`src/rtl/bask_pkg.sv`:
```
// Shared BASK link definitions: receiver FSM states, default bit period and frame levels.
package bask_pkg;

    typedef enum logic [1:0] {
        IDLE  = 2'd0,
        START = 2'd1,
        DATA  = 2'd2,
        STOP  = 2'd3
    } rx_state_t;

    // Also used by the modulator, so both ends of the link agree on the bit period.
    localparam int BIT_CYCLES_DEF = 25000;

    localparam logic START_LVL = 1'b1;
    localparam logic STOP_LVL  = 1'b0;

endpackage

```
`src/rtl/bask_bit_voter.sv`:
```
// Envelope synchronizer, rising-edge detector and mid-bit majority voter.
module bask_bit_voter
    import bask_pkg::*;
#(
    parameter int BIT_CYCLES  = BIT_CYCLES_DEF,
    parameter int WIN         = 1024,
    parameter int SYNC_STAGES = 2,
    parameter int CW          = $clog2(BIT_CYCLES)
) (
    input  logic          clk,
    input  logic          rst,
    input  logic          env_in,
    input  logic          active,
    input  logic [CW-1:0] cyc,
    output logic          rise,
    output logic          vote_stb,
    output logic          vote_bit
);

    localparam int OW = $clog2(WIN) + 1;
    localparam logic [CW-1:0] WIN_LO = CW'(BIT_CYCLES / 2 - WIN / 2);
    localparam logic [CW-1:0] WIN_HI = CW'(BIT_CYCLES / 2 + WIN / 2);

    logic [SYNC_STAGES-1:0] sync_q;
    logic                   env_s;
    logic                   env_s_d;
    logic [OW-1:0]          ones;
    logic                   in_win;

    assign env_s    = sync_q[SYNC_STAGES-1];
    assign rise     = env_s & ~env_s_d;
    assign in_win   = active && (cyc >= WIN_LO) && (cyc < WIN_HI);
    assign vote_stb = active && (cyc == WIN_HI);
    // A tie (exactly half the window high) votes 0.
    assign vote_bit = ones > OW'(WIN / 2);

    always_ff @(posedge clk) begin
        if (rst) begin
            sync_q  <= '0;
            env_s_d <= 1'b0;
            ones    <= '0;
        end else begin
            // NOTE: non-blocking assignments make every flop sample the pre-edge value, so the chain shifts one stage per clock.
            sync_q  <= {sync_q[SYNC_STAGES-2:0], env_in};
            env_s_d <= env_s;
            if (!active || vote_stb) begin
                ones <= '0;
            end else if (in_win && env_s) begin
                ones <= ones + OW'(1);
            end
        end
    end

endmodule

```
`src/rtl/bask_env_demod_rx.sv`:
```
// BASK receive stage: frames voted envelope bits (start 1, 8 data MSB-first, stop 0) into bytes.
module bask_env_demod_rx
    import bask_pkg::*;
#(
    parameter int BIT_CYCLES  = BIT_CYCLES_DEF,
    parameter int WIN         = 1024,
    parameter int SYNC_STAGES = 2,
    parameter int DATA_BITS   = 8
) (
    input  logic                 clk,
    input  logic                 rst,
    input  logic                 env_in,
    output logic                 demod_bit,
    output logic [DATA_BITS-1:0] rx_byte,
    output logic                 byte_valid,
    output logic                 frame_err,
    output logic                 busy
);

    localparam int CW = $clog2(BIT_CYCLES);
    localparam int BW = $clog2(DATA_BITS);
    localparam logic [CW-1:0] CYC_LAST = CW'(BIT_CYCLES - 1);
    localparam logic [BW-1:0] BIDX_LAST = BW'(DATA_BITS - 1);

    rx_state_t              state;
    logic [CW-1:0]          cyc;
    logic [BW-1:0]          bidx;
    logic [DATA_BITS-1:0]   shreg;
    logic                   rise;
    logic                   vote_stb;
    logic                   vote_bit;
    logic                   cyc_wrap;

    assign busy     = (state != IDLE);
    assign cyc_wrap = (cyc == CYC_LAST);

    bask_bit_voter #(
        .BIT_CYCLES  (BIT_CYCLES),
        .WIN         (WIN),
        .SYNC_STAGES (SYNC_STAGES),
        .CW          (CW)
    ) u_voter (
        .clk      (clk),
        .rst      (rst),
        .env_in   (env_in),
        .active   (busy),
        .cyc      (cyc),
        .rise     (rise),
        .vote_stb (vote_stb),
        .vote_bit (vote_bit)
    );

    always_ff @(posedge clk) begin
        if (rst) begin
            state      <= IDLE;
            cyc        <= '0;
            bidx       <= '0;
            shreg      <= '0;
            demod_bit  <= 1'b0;
            rx_byte    <= '0;
            byte_valid <= 1'b0;
            frame_err  <= 1'b0;
        end else begin
            byte_valid <= 1'b0;
            frame_err  <= 1'b0;

            if (state == IDLE || cyc_wrap) begin
                cyc <= '0;
            end else begin
                cyc <= cyc + CW'(1);
            end

            case (state)
                IDLE: begin
                    if (rise) begin
                        state <= START;
                    end
                end
                // A bad start vote leaves immediately, so reaching the wrap here means the start bit was good;
                // DATA is entered on the bit boundary so bidx always names the bit of the current period.
                START: begin
                    if (vote_stb) begin
                        demod_bit <= vote_bit;
                        if (vote_bit != START_LVL) begin
                            state <= IDLE;
                        end
                    end else if (cyc_wrap) begin
                        state <= DATA;
                        bidx  <= '0;
                    end
                end
                DATA: begin
                    if (vote_stb) begin
                        demod_bit <= vote_bit;
                        shreg     <= {shreg[DATA_BITS-2:0], vote_bit};
                    end
                    if (cyc_wrap) begin
                        if (bidx == BIDX_LAST) begin
                            state <= STOP;
                        end else begin
                            bidx <= bidx + BW'(1);
                        end
                    end
                end
                STOP: begin
                    if (vote_stb) begin
                        demod_bit <= vote_bit;
                        state     <= IDLE;
                        if (vote_bit == STOP_LVL) begin
                            rx_byte    <= shreg;
                            byte_valid <= 1'b1;
                        end else begin
                            frame_err  <= 1'b1;
                        end
                    end
                end
                default: state <= IDLE;
            endcase
        end
    end

endmodule

```
`config.mk`:
```
export PLATFORM = sky130hd
export DESIGN_NAME = bask_env_demod_rx
export DESIGN_NICKNAME = d
export VERILOG_FILES = /design/src/rtl/bask_pkg.sv /design/src/rtl/bask_bit_voter.sv /design/src/rtl/bask_env_demod_rx.sv
export SDC_FILE = /design/constraint.sdc
export NUM_CORES = 1
export LEC_CHECK = 0
export CELL_PAD_IN_SITES_DETAIL_PLACEMENT = 1
export CELL_PAD_IN_SITES_GLOBAL_PLACEMENT = 2
export CORE_ASPECT_RATIO = 1.5
export CORE_UTILIZATION = 39
export CTS_BUF_LIST = sky130_fd_sc_hd__clkbuf_8 sky130_fd_sc_hd__clkbuf_16
export CTS_CLUSTER_DIAMETER = 40
export CTS_CLUSTER_SIZE = 28
export DETAILED_ROUTE_END_ITERATION = 10
export GPL_ROUTABILITY_DRIVEN = 0
export GPL_TIMING_DRIVEN = 0
export PLACE_DENSITY_LB_ADDON = 0.1
export SYNTH_ARGS = -nofsm -noshare
export SYNTH_HDL_FRONTEND = slang
export SYNTH_HIERARCHICAL = 1
export SYNTH_SLANG_ARGS = --single-unit
```
`constraint.sdc`:
```
create_clock -name clk -period 5.9 [get_ports clk]
set_input_delay 0.59 -clock clk [delete_from_list [all_inputs] [get_ports clk]]
set_output_delay 0.59 -clock clk [all_outputs]
set_load 0.01 [all_outputs]
```
# --- After elaboration in Yosys (flattened, before gate mapping) ---
# Index checks and enable logic that the tools add are counted.
# W data, S select, Z words.
totals:
  out_inout_bits: 12
  mem_bits_rw: 0
  latch_bits: 0
  romBits: 0
  mem_count: 0
  elab_cells: 71
  register_bits: 53
op_classes:
  eq_ne: 15
  reduce_logical: 19
  shift: 0
  addsub: 3
  mul: 0
  div_mod_pow: 0
  n_bitwise: 5
  magnitude_cmp: 3
  n_mux: 15
ops:
  columns: ["operator", "count"]
  rows:
  - ["$add A15 B1 Y15 const B", 1]
  - ["$eq A15 B14 Y1 const B", 1]
  - ["$eq A15 B15 Y1 const B", 1]
  - ["$ge A15 B14 Y1 const B", 1]
  - ["$lt A15 B14 Y1 const B", 1]
  - ["$mux W2", 7]
  - ["$mux W3", 4]
  - ["$ne A2 B2 Y1 const B", 6]
  - ["$add A11 B1 Y11 const B", 1]
  - ["$gt A11 B10 Y1 const B", 1]
  - ["$pmux W2 S4", 1]
  - ["$pmux W3 S2", 1]
  - ["$reduce_and A6 Y1", 1]
  - ["$reduce_or A3 Y1", 2]
  - ["$reduce_and A5 Y1", 1]
  - ["$eq A2 B2 Y1 const B", 2]
  - ["$logic_and A1 B1 Y1", 4]
  - ["$not A1 Y1", 4]
  - ["$reduce_and A2 Y1", 2]
  - ["$reduce_bool A2 Y1", 2]
  - ["$reduce_or A2 Y1", 2]
  - ["$add A3 B1 Y3 const B", 1]
  - ["$eq A3 B3 Y1 const B", 1]
  - ["$ne A3 B2 Y1 const B", 1]
  - ["other kinds (9)", 11]

# --- Depth between registers and ports, before layout ---
logic_depth:
  word_depth: 4
  depth_mapped: 9
  depth_no_buf: 9

# --- Hierarchy ---
# The synthesis kept the hierarchy.
modules_own_cells:
  columns: ["module", "seq_area_each_um2", "cells_each", "area_each_um2", "instances"]
  rows:
  - ["bask_env_demod_rx", 780.7, 191, 1642.8, 1]
  - ["bask_bit_voter", 280.3, 103, 870.8, 1]

# --- Least setup slack after synthesis ---
# No wires, ideal clock.
synth_timing:
  path_type: "register to register"
  start: "reg state[0]"
  end: "reg u_voter.ones[4]"
  required_time_ns: 5.828
  stages_incl_launch_ff: 9
  period_less_slack_ns: 2.271
  setup_time_ns: 0.072
  arrival_time_ns: 2.198
  slack_ns: 3.629
  cell_sequence: "dfxtp_1 clkbuf_1 or2_2 inv_1 a311o_1 or3b_4 buf_6 or4_1 a21oi_1"
synth_between:
  elab_chain_len: 4
  elab_cells_between_ends: 8
  classes_between: "reduce/logical: 8"
synth_lines:
  columns: ["item", "line_no", "text"]
  rows:
  - ["start, declared", "bask_env_demod_rx.sv:25", "rx_state_t state;"]
  - ["start signal, assigned", "bask_env_demod_rx.sv:55", "state <= IDLE;"]
  - ["start signal, assigned", "bask_env_demod_rx.sv:76", "state <= START;"]
  - ["start signal, assigned", "bask_env_demod_rx.sv:85", "state <= IDLE;"]
  - ["$reduce_bool A2 Y1 *", "bask_env_demod_rx.sv:34", "assign busy = (state != IDLE);"]
  - ["net busy", "bask_env_demod_rx.sv:17", "output logic busy"]
  - ["$logic_not A1 Y1, or another cell as far along", "bask_bit_voter.sv:46", "if (!active || vote_stb) begin"]
  - ["$logic_or A1 B1 Y1 / $logic_and A1 B1 Y1 (equally long branches)", "bask_bit_voter.sv:46, bask_bit_voter.sv:32", null]
  - ["$reduce_or A2 Y1 (no source line) / $logic_and A1 B1 Y1 (equally long branches)", null, null]
  - ["end signal, assigned", "bask_bit_voter.sv:49", "ones <= ones + OW'(1);"]
  - ["end, declared", "bask_bit_voter.sv:27", "logic [OW-1:0] ones;"]
# The timed path passes the listed nets; every way through them passes the cells marked *.
# A chain may end at the register's enable or synchronous reset.

# --- Final worst setup path ---
layout_timing:
  start: "reg state[0]"
  end: "reg rx_byte[0]"
layout_between:
  elab_chain_len: 3
  elab_cells_between_ends: 4
  classes_between: "eq/ne: 1; reduce/logical: 3"
layout_lines:
  columns: ["item", "line_no", "text"]
  rows:
  - ["$reduce_bool A2 Y1", "bask_env_demod_rx.sv:34", null]
  - ["$logic_and A1 B1 Y1", "bask_bit_voter.sv:33", "assign vote_stb = active && (cyc == WIN_HI);"]
  - ["net vote_stb", "bask_env_demod_rx.sv:30", "logic vote_stb;"]
  - ["$reduce_and A3 Y1 (no source line)", null, null]
  - ["end signal, assigned", "bask_env_demod_rx.sv:110", "rx_byte <= shreg;"]
  - ["end, declared", "bask_env_demod_rx.sv:14", "output logic [DATA_BITS-1:0] rx_byte,"]
# The timed path passes the listed nets, and every way through them passes these cells.

==> metrics.cfg <==
[yosys]
synth_seq_cells=53
syn_inst=294
ys_types=51
synth_area_um2=2510
yosys-top-cells-area=dfxtp_1 (42%), a21oi_1 (6.6%), nand2_1 (6.0%), o31ai_1 (3.6%), nor2_1 (3.0%)
avgSynthCellArea_um2=8.55
synthArstFlopShare=0
synth_most_common_cell=dfxtp_1
synth-edff-count=0
synth_common_cells=dfxtp_1 (53), nand2_1 (40), a21oi_1 (33)
yosysWarnings=6
ys.flop_type=dfxtp_1
syn_nets=302
synth_top_area_frac=0.422
synth_seq_area_share=0.422
yosysTopAreaCell=dfxtp_1

[floorplan]
coreArea_um2=6170
die_h_um=100
ios=15
fp-row-count=35
dieArea_um2=6780
initial_core_util=0.407
die_w_um=67.6

[clock_network]
cts_root_buf=clkbuf_8
h-tree-depth=2
numCtsBuffers=5
clk_pin_slew_ns=0.10
cts_buffer_depth=2
cts_tree=done
clock_latency_ns=0.31
cts.sinks=53
postCtsSetupBuffers=0
cts.repair.resized=0
ctsHoldBuffers=0

[drt]
first_iter_violations=82
wl_per_cell_um=15.9
drt_first_pass_iters=4
drc_errors=0
vias=2247
vias_per_cell=5.76
drtAntennaViolNets=0
totalWireLength_mm=6.21

[global_route]
grt_pass1_wl_mm=10.7
grt_overflow=0
grt_usage=0.204
grt_max_degree=18
grt_pass1_vias=2205
antenna_found_initial=0

[sta]
skew_ns=0.0108
finalMaxSlewViolations=0
clock.fmax_mhz=366
finalSetupTns_ns=0
worst_slew_pin_slew_ns=1.33
relSlewSlack=0.106
grt_setup_unrepaired=false
period_minus_slack_ns=2.73
fin_crit_sh=0.463
setup_viol=0
hold_viol=0

[power_and_ir_drop]
pwr_density_cell_nw_per_um2=211
peakVddDrop_uv=96.5
leakagePower_nw=0.915

[place]
portBuffers=14
dpl_cell_area_um2=2750
dp_hpwl_mm=4.54

[critical_path]
critPathKind=register to register
cp-end-kind=register
worstPathArrival_ns=2.91
cp.required_ns=6.08
reg2reg_slack_ns=3.17
startpoint_type=register
critPathMaxFanout=10

[flow_run]
maxCapViolCount=0

[layout]
drive_above_1_share=0.0601
final_net_count=323
fin_area_um2=2840
multi_input_comb_area_um2=1370
seq_area_um2=1060
antennaDiodeCount=0
area_delta_synth_final_pct=12.9
n_fill_cell=760

[run_status]
outcome=completed

[hold_path]
hold_class=register to register

## cell families after synthesis
kind of cell | after synthesis | synth area share
buffers and inverters | 19 | 0.0319
AO/OA/AOI/OAI | 63 | 0.157
AND/OR/NAND/NOR | 138 | 0.305
adder cells (fa/ha/maj) | 5 | 0.0249
XOR/XNOR | 11 | 0.0383
multiplexers | 5 | 0.0204
flip-flops | 53 | 0.422
## final cells by class
| cell class | instances | area share |
|---|---|---|
| clock inverter | 3 | 0.00794 |
| clock buffer | 5 | 0.0243 |
| timing repair buffer | 14 | 0.0494 |
| inverter | 7 | 0.00926 |
| multi-input combinational | 222 | 0.484 |
| sequential | 53 | 0.374 |
| buffer | 12 | 0.0190 |
| tap | 74 | 0.0326 |
## sequential cells by signal, summed over array words and instances (netlist names), named ones only
name,flops
cyc,15
u_voter/ones,11
rx_byte,8
shreg,8
bidx,3
u_voter/sync_q,2
byte_valid,1
demod_bit,1
frame_err,1
state,1
u_voter/env_s_d,1
## routing by layer
metal,wire [um],track usage,vias to the layer above
met5,0,0,-
met4,40,0.0540,0
met3,94,0.0273,2
met2,3360,0.375,18
met1,2710,0.237,1109
li1,-,-,1118
## worst paths after layout
path	from	depth (start not counted)	endpoint
min reg2reg	u_voter/sync_q[0]	1	u_voter/sync_q[1]
max	state[0]	9	rx_byte[0]
max reg2reg	state[0]	9	rx_byte[0]
min	u_voter/sync_q[0]	1	u_voter/sync_q[1]
## critical path: stages, from the launching register on
cell      delay [ns]
dfxtp_1         0.36
clkbuf_1        0.30
or2_2           0.26
inv_1           0.07
nor4_1          0.66
nand3_1         0.23
or2_2           0.31
clkbuf_1        0.22
nand2_1         0.12
a21oi_1         0.06
## stage by stage
| step | power [mW] | hold WS [ns] | utilization | cells | worst slack (ns) |
|---|---|---|---|---|---|
| floorplan | 0.390 | 0.414 | - | 294 | 3.63 |
| global placement | 0.401 | 0.418 | 0.445 | 382 | 3.20 |
| detailed placement | 0.402 | 0.429 | 0.445 | 382 | 3.16 |
| CTS | 0.613 | 0.453 | 0.460 | 390 | 3.14 |
| global route | 0.628 | 0.473 | 0.460 | 390 | 2.93 |
| finish | 0.599 | 0.446 | 0.460 | 390 | 3.17 |
## cell usage in the layout (no fill, tap or decap), types with 6 or more instances in the layout
cell type,count
nand3_1,13
nor2_1,20
a21oi_1,33
o31ai_1,12
clkbuf_1,10
dfxtp_1,53
nor2b_1,7
xnor2_1,6
nand2_1,40
or4_1,10
clkdlybuf4s50_1,14
and3_1,6
inv_1,7
nand4_1,10
## power breakdown
group          switching [mW]  leakage, nW  internal (mW)
combinational          0.0204        0.451         0.0114
clock                   0.123       0.0364         0.0835
sequential            0.00153        0.428          0.360
Note: power is estimated with default switching activity, not from simulation.
